<file path="config.mk">
export PLATFORM = sky130hd
export DESIGN_NAME = bp_be_issue_queue_mw
export DESIGN_NICKNAME = d
export VERILOG_FILES = /design/src/rtl/bp_be_issue_queue_mw.sv
export SDC_FILE = /design/constraint.sdc
export NUM_CORES = 1
export LEC_CHECK = 0
export ABC_CLOCK_PERIOD_IN_PS = 8900
export CAP_MARGIN = 10
export CORE_MARGIN = 2
export CORE_UTILIZATION = 53
export DETAILED_ROUTE_END_ITERATION = 8
export GPL_TIMING_DRIVEN = 1
export PLACE_DENSITY = 0.86
export RECOVER_POWER = 50
export SYNTH_ARGS = -nofsm -noshare
export SYNTH_HDL_FRONTEND = slang
export SYNTH_SLANG_ARGS = --single-unit
</file>
<file path="constraint.sdc">
create_clock -name clk_i -period 8.9 [get_ports clk_i]
set_input_delay 1.78 -clock clk_i [delete_from_list [all_inputs] [get_ports clk_i]]
set_output_delay 1.78 -clock clk_i [all_outputs]
set_load 0.005 [all_outputs]
</file>
<file path="src/rtl/bp_be_issue_queue_mw.sv">
// rtl/bp_be_issue_queue_mw.sv - multi-wide issue queue with speculative read and commit pointers
// Ports:
//   clk_i, reset_n_i              clock, asynchronous active-low reset
//   enq_v_i, enq_data_i           enqueue request and entry
//   enq_ready_and_o               space available (registered pointers only)
//   issue_data_o, issue_v_o       up to issue_width_p entries from rptr, thermometer valid
//   read_cnt_i, cmt_cnt_i         speculative consume / commit counts
//   roll_i, clr_i                 rewind rptr to checkpoint / flush all entries
//   occupancy_o                   allocated entries (wptr - cptr)
module bp_be_issue_queue_mw #(
  parameter int els_p         = 8,
  parameter int width_p       = 64,
  parameter int issue_width_p = 2,
  localparam int ptr_w        = $clog2(els_p) + 1,
  localparam int cnt_w        = $clog2(issue_width_p + 1),
  localparam int occ_w        = $clog2(els_p + 1)
) (
  input  logic                             clk_i,
  input  logic                             reset_n_i,
  input  logic                             enq_v_i,
  input  logic [width_p-1:0]               enq_data_i,
  output logic                             enq_ready_and_o,
  output logic [issue_width_p*width_p-1:0] issue_data_o,
  output logic [issue_width_p-1:0]         issue_v_o,
  input  logic [cnt_w-1:0]                 read_cnt_i,
  input  logic [cnt_w-1:0]                 cmt_cnt_i,
  input  logic                             roll_i,
  input  logic                             clr_i,
  output logic [occ_w-1:0]                 occupancy_o
);

  localparam int idx_w = $clog2(els_p);

  logic [ptr_w-1:0]   wptr_q, wptr_d;
  logic [ptr_w-1:0]   rptr_q, rptr_d;
  logic [ptr_w-1:0]   cptr_q, cptr_d;
  logic [width_p-1:0] mem_q [els_p];

  logic [ptr_w-1:0] alloc_cnt;   // wptr - cptr
  logic [ptr_w-1:0] avail_cnt;   // wptr - rptr, entries readable
  logic [ptr_w-1:0] spec_cnt;    // rptr - cptr, entries read but not committed
  logic [ptr_w-1:0] rd_req, cm_req, rd_eff, cm_eff;
  logic             full;
  logic             wr_en;

  // Pointers carry a wrap bit, so plain ptr_w-bit subtraction is modulo 2*els_p.
  assign alloc_cnt = wptr_q - cptr_q;
  assign avail_cnt = wptr_q - rptr_q;
  assign spec_cnt  = rptr_q - cptr_q;
  assign full      = (alloc_cnt == ptr_w'(els_p));

  assign enq_ready_and_o = ~full;
  assign occupancy_o     = occ_w'(alloc_cnt);
  assign wr_en           = enq_v_i & ~full & ~clr_i;

  assign rd_req = ptr_w'(read_cnt_i);
  assign cm_req = ptr_w'(cmt_cnt_i);
  assign rd_eff = (rd_req < avail_cnt) ? rd_req : avail_cnt;
  assign cm_eff = (cm_req < spec_cnt)  ? cm_req : spec_cnt;

  always_comb begin
    issue_v_o    = '0;
    issue_data_o = '0;
    for (int i = 0; i < issue_width_p; i++) begin
      logic [ptr_w-1:0] slot_ptr;
      slot_ptr = rptr_q + ptr_w'(i);
      issue_v_o[i] = (avail_cnt > ptr_w'(i));
      issue_data_o[i*width_p +: width_p] = mem_q[slot_ptr[idx_w-1:0]];
    end
  end

  always_comb begin
    wptr_d = wptr_q;
    rptr_d = rptr_q;
    cptr_d = cptr_q;
    if (clr_i) begin
      wptr_d = '0;
      rptr_d = '0;
      cptr_d = '0;
    end else begin
      if (wr_en) begin
        wptr_d = wptr_q + 1'b1;
      end
      cptr_d = cptr_q + cm_eff;
      // A rollback lands just past whatever commits in the same cycle.
      rptr_d = roll_i ? (cptr_q + cm_eff) : (rptr_q + rd_eff);
    end
  end

  always_ff @(posedge clk_i or negedge reset_n_i) begin
    if (!reset_n_i) begin
      wptr_q <= '0;
      rptr_q <= '0;
      cptr_q <= '0;
    end else begin
      wptr_q <= wptr_d;
      rptr_q <= rptr_d;
      cptr_q <= cptr_d;
    end
  end

  // Storage is intentionally not reset; stale slots are masked by issue_v_o.
  always_ff @(posedge clk_i) begin
    if (wr_en) begin
      mem_q[wptr_q[idx_w-1:0]] <= enq_data_i;
    end
  end

endmodule

</file>
==> impl.org <==
** Run status
- The run finished, with violations left.
- The checks that failed: capacitance limit, slew limit.

** Route
- Before antenna repair, the detailed router went through 7 iterations.
- Routed WL per cell :: 26.84 µm
- Drt first-iter violations :: 1,354
- For this run, design rule violations remaining after detail routing come to 0.
- Sum of routed wire length over all layers :: 56,420 µm
- In the routed layout, each cell is associated on average with a via count of 6.313.
- Once detail routing completed, the nets flagged for antenna violations numbered 0.
- Vias :: 13,270

** Layout
- Most used cells in the layout excluding fill and tap cells :: sky130_fd_sc_hd__edfxtp_1 (512), sky130_fd_sc_hd__mux4_2 (256), sky130_fd_sc_hd__nand2_1 (201), sky130_fd_sc_hd__clkdlybuf4s50_1 (141)
- At the end of the flow, the number of nets in the layout was 1,554.
- Measured on the finished design, the core utilization comes to 63.02%.
- The count of cells in the finished layout, fillers not included, comes to 2,102.
- Fill cells in the final layout number 3,080.
- Registers take about 16,000 µm².
- In the final layout, the multi-input gates occupy 8205 µm².
- Fraction of final layout cells with drive strength greater than 1 :: 28.82%
- Non-Filler Cell Area, Final :: 28,600 µm²
- Layout overhead on the synthesized area :: 17.59%
- The library cell used most frequently in the layout, excluding fill and tap cells, is sky130_fd_sc_hd__edfxtp_1.

** Floorplanning
- The region available for standard cell placement spans 45,380 µm².
- The die is 218.2 µm tall.
- I/O pin count :: 208
- For this configuration, the core starts out at a cell density of 53.60%.
- Die boundary width :: 218.2 µm
- The floorplan has between 70 and 80 rows.
- DIE AREA :: 47,620 µm²

** Place
- Placed cells :: 2,003
- The congestion estimate from routability-driven global placement came to 0.7937.
- Detailed-placement wirelength estimate :: 32,020 µm
- Once placement finished, the instance area stood at 27,010 µm².
- In this run the tool buffered the top-level ports with 207 buffer cells.

** Power and ir drop
- Power per unit of standard cell area :: approximately 330 nW/µm²
- The analysis attributes to cell leakage a power of 0.009272 µW.
- Worst VDD drop :: 0.0002298 V
- Summing internal, switching and leakage power gives roughly 9600 µW.

** Timing
- Tcrit/Tclk final :: 71.34%
- Clock skew on the completed layout was measured at 0.01847 ns.
- The number of max-slew violations in the final report was 90.
- Number of setup violations in the final report :: 0
- Slew at the pin closest to its max-slew limit :: 2.538 ns
- After routing, the total negative slack on setup checks comes to 0 ns.
- Minimum period implied by the final worst setup slack :: 6.350 ns
- The number of endpoints with negative hold slack in the final report was 0.
- Setup repair after global routing left no endpoint under its margin.
- Max Freq :: 157.5 MHz
- Measured against its own limit, the worst slew margin works out to -69.22%.

** CTS
- In this run, post-CTS repair resized a total of 0 instances.
- In this run the number of H-tree levels came out at 2.
- In this run the deepest clock path goes through 3 buffers.
- Clock transition at the register clock pins on the worst setup and hold paths after CTS :: 0.06 ns
- CTS sink count :: roughly 520
- CTS tree :: yes
- The later pin in the worst-skew pair is clocked with a latency of 0.59 ns.
- In this run the post-CTS setup repair buffer count came out at 0.
- Hold buffers post-CTS :: 0
- Inserted Clock Buffers :: between 50 and 60
- Buffer cell driving the clock tree root :: sky130_fd_sc_hd__clkbuf_16

** Logic synthesis
- Top area cells in the synthesized netlist :: sky130_fd_sc_hd__edfxtp_1 (63%), sky130_fd_sc_hd__mux4_2 (24%), sky130_fd_sc_hd__nand2_1 (3.1%)
- Mean instance size in the synthesized netlist :: 19.54 µm²
- In this run, distinct cell masters in the synthesized netlist total 43.
- Number of warning messages in the yosys log :: 0
- Fraction of synthesized cell area taken by the top area cell type :: 63.21%
- In this run, synthesis produced a sequential element count of 524.
- Sequential area share after synthesis :: approximately 64%
- After synthesis the cells add up to 24,320 µm².
- Synthesis produced a netlist whose cell count is 1,245.
- Cell type contributing the most total cell area after synthesis :: sky130_fd_sc_hd__edfxtp_1

** Worst hold path
- In this run the most critical hold path is launched from wptr_q[3].
- Along the worst hold path, the cell count comes to 2.
- Class of the tightest hold or removal check :: reg -> reg
- For hold timing, the worst endpoint is wptr_q[3].

** Setup path
- Tracing the worst setup path back leads to its startpoint at rptr_q[0].
- STA classifies the critical path endpoint as an output port.
- In this run the worst path has a maximum fanout of 65.
- Startpoint kind of the worst setup timing path :: flop
- For flop-to-flop paths, the worst setup slack is 3.68 ns.
- The endpoint identified for the worst register-to-register timing path is mem_q[6][36].
- Signal arrival time at the worst endpoint :: 4.57 ns
- At the worst endpoint, the required time is just over 7 ns.
- Measured in cells, the most critical reg-to-reg path has a length of 8.
- The startpoint identified for the worst register-to-register timing path is wptr_q[1].
- The critical path is of the reg -> out type.

** GRT
- The via count of the first global-routing pass is 14,170.
- For this run the aggregate overflow at the end of global routing stands at 0.
- Entering global routing, the biggest net connects 70 pins.
- Overall fraction of global-route tracks in use :: around 24%
- The first global-routing pass estimated 84,670 µm of wire.
- The initial antenna violation count is 10.

** Flow run
- Max Cap Violations :: 3
-- state kept, by name, summed over array words and instances, names as in the netlist --
register / cells
rptr_q: 4
mem_q: 512
wptr_q: 4
cptr_q: 4
-- synth_stat cells, drive strengths merged --
cell type  instances
a211oi             3
a21boi             2
a21o               3
a21oi              5
a221oi             1
a2bb2oi            1
and2               1
buf               61
clkbuf            17
conb               1
dfrtp             12
edfxtp           512
fa                 5
ha                19
inv               20
mux2              66
mux2i              5
mux4             256
nand2            201
nand2b             1
nand3              2
nand3b             1
nand4              1
nor2               7
nor2b              5
nor3               8
nor3b              1
nor4               2
o2111ai            1
o211ai             1
o21a               3
o21ai              5
o2bb2ai            1
o31ai              1
or3                1
xnor2              6
xor2               7
-- final cells by class --
type	count	share of cell area (%)
Sequential cell	524	54.85
Inverter	20	0.2625
Multi-Input combinational cell	624	28.69
Timing Repair Buffer	235	7.940
Tap cell	600	2.625
Clock inverter	32	0.8268
Antenna cell	3	0.02625
Clock buffer	64	4.782
-- report_power, final --
part | internal, µW | switching (µW)
registers | 2890 | 191
logic | 2460 | 1950
clock network | 1180 | 893
-- layer usage --
layer  part of all wire [%]  up-vias  track usage (%)
li1                       -     5582                -
met1                     39     6928            31.83
met2                     51      640            40.87
met3                    8.3      105            5.261
met4                    2.4       14            7.143
met5                   0.14        -                0
-- worst max-delay path, cell delays in order (launching register included) --
cell                              delay, ns
sky130_fd_sc_hd__dfrtp_4               0.93
sky130_fd_sc_hd__buf_4                 0.90
sky130_fd_sc_hd__buf_4                 0.69
sky130_fd_sc_hd__mux4_2                0.59
sky130_fd_sc_hd__mux2_2                0.29
sky130_fd_sc_hd__clkdlybuf4s50_1       0.47
-- metrics by stage --
stage	setup WS (ns)	hold slack, ns
finish	2.550	0.6056
global route	2.215	0.6246
CTS	2.452	0.6040
detailed placement	3.106	0.5922
global placement	3.213	0.5810
floorplan	1.703	0.5566
-- logic make-up (layout without fill, tap and decap cells) --
| family | count (synthesis) | in the layout | share of synthesized area (%) |
|---|---|---|---|
| flip-flops | 524 | 524 | 64.45 |
| multiplexers | 327 | 327 | 26.97 |
| AND/OR/NAND/NOR | 231 | 231 | 3.781 |
| AO/OA/AOI/OAI | 27 | 27 | 0.7665 |
| adder cells (fa/ha/maj) | 24 | 24 | 1.389 |
| buffers and inverters | 98 | 351 | 2.135 |
| XOR/XNOR | 13 | 13 | 0.4990 |
| other | 1 | 5 | 0.01542 |
-- worst max path at each step --
stage | endpoint | cells after the start
3_5_place_dp | issue_data_o[109] | 5
2_1_floorplan | mem_q[4][0] | 4
4_1_cts | issue_data_o[109] | 5
6_report | issue_data_o[120] | 5
5_1_grt | issue_data_o[120] | 5
3_3_place_gp | issue_data_o[120] | 5
No activity file was read; power rests on OpenSTA's default activity.
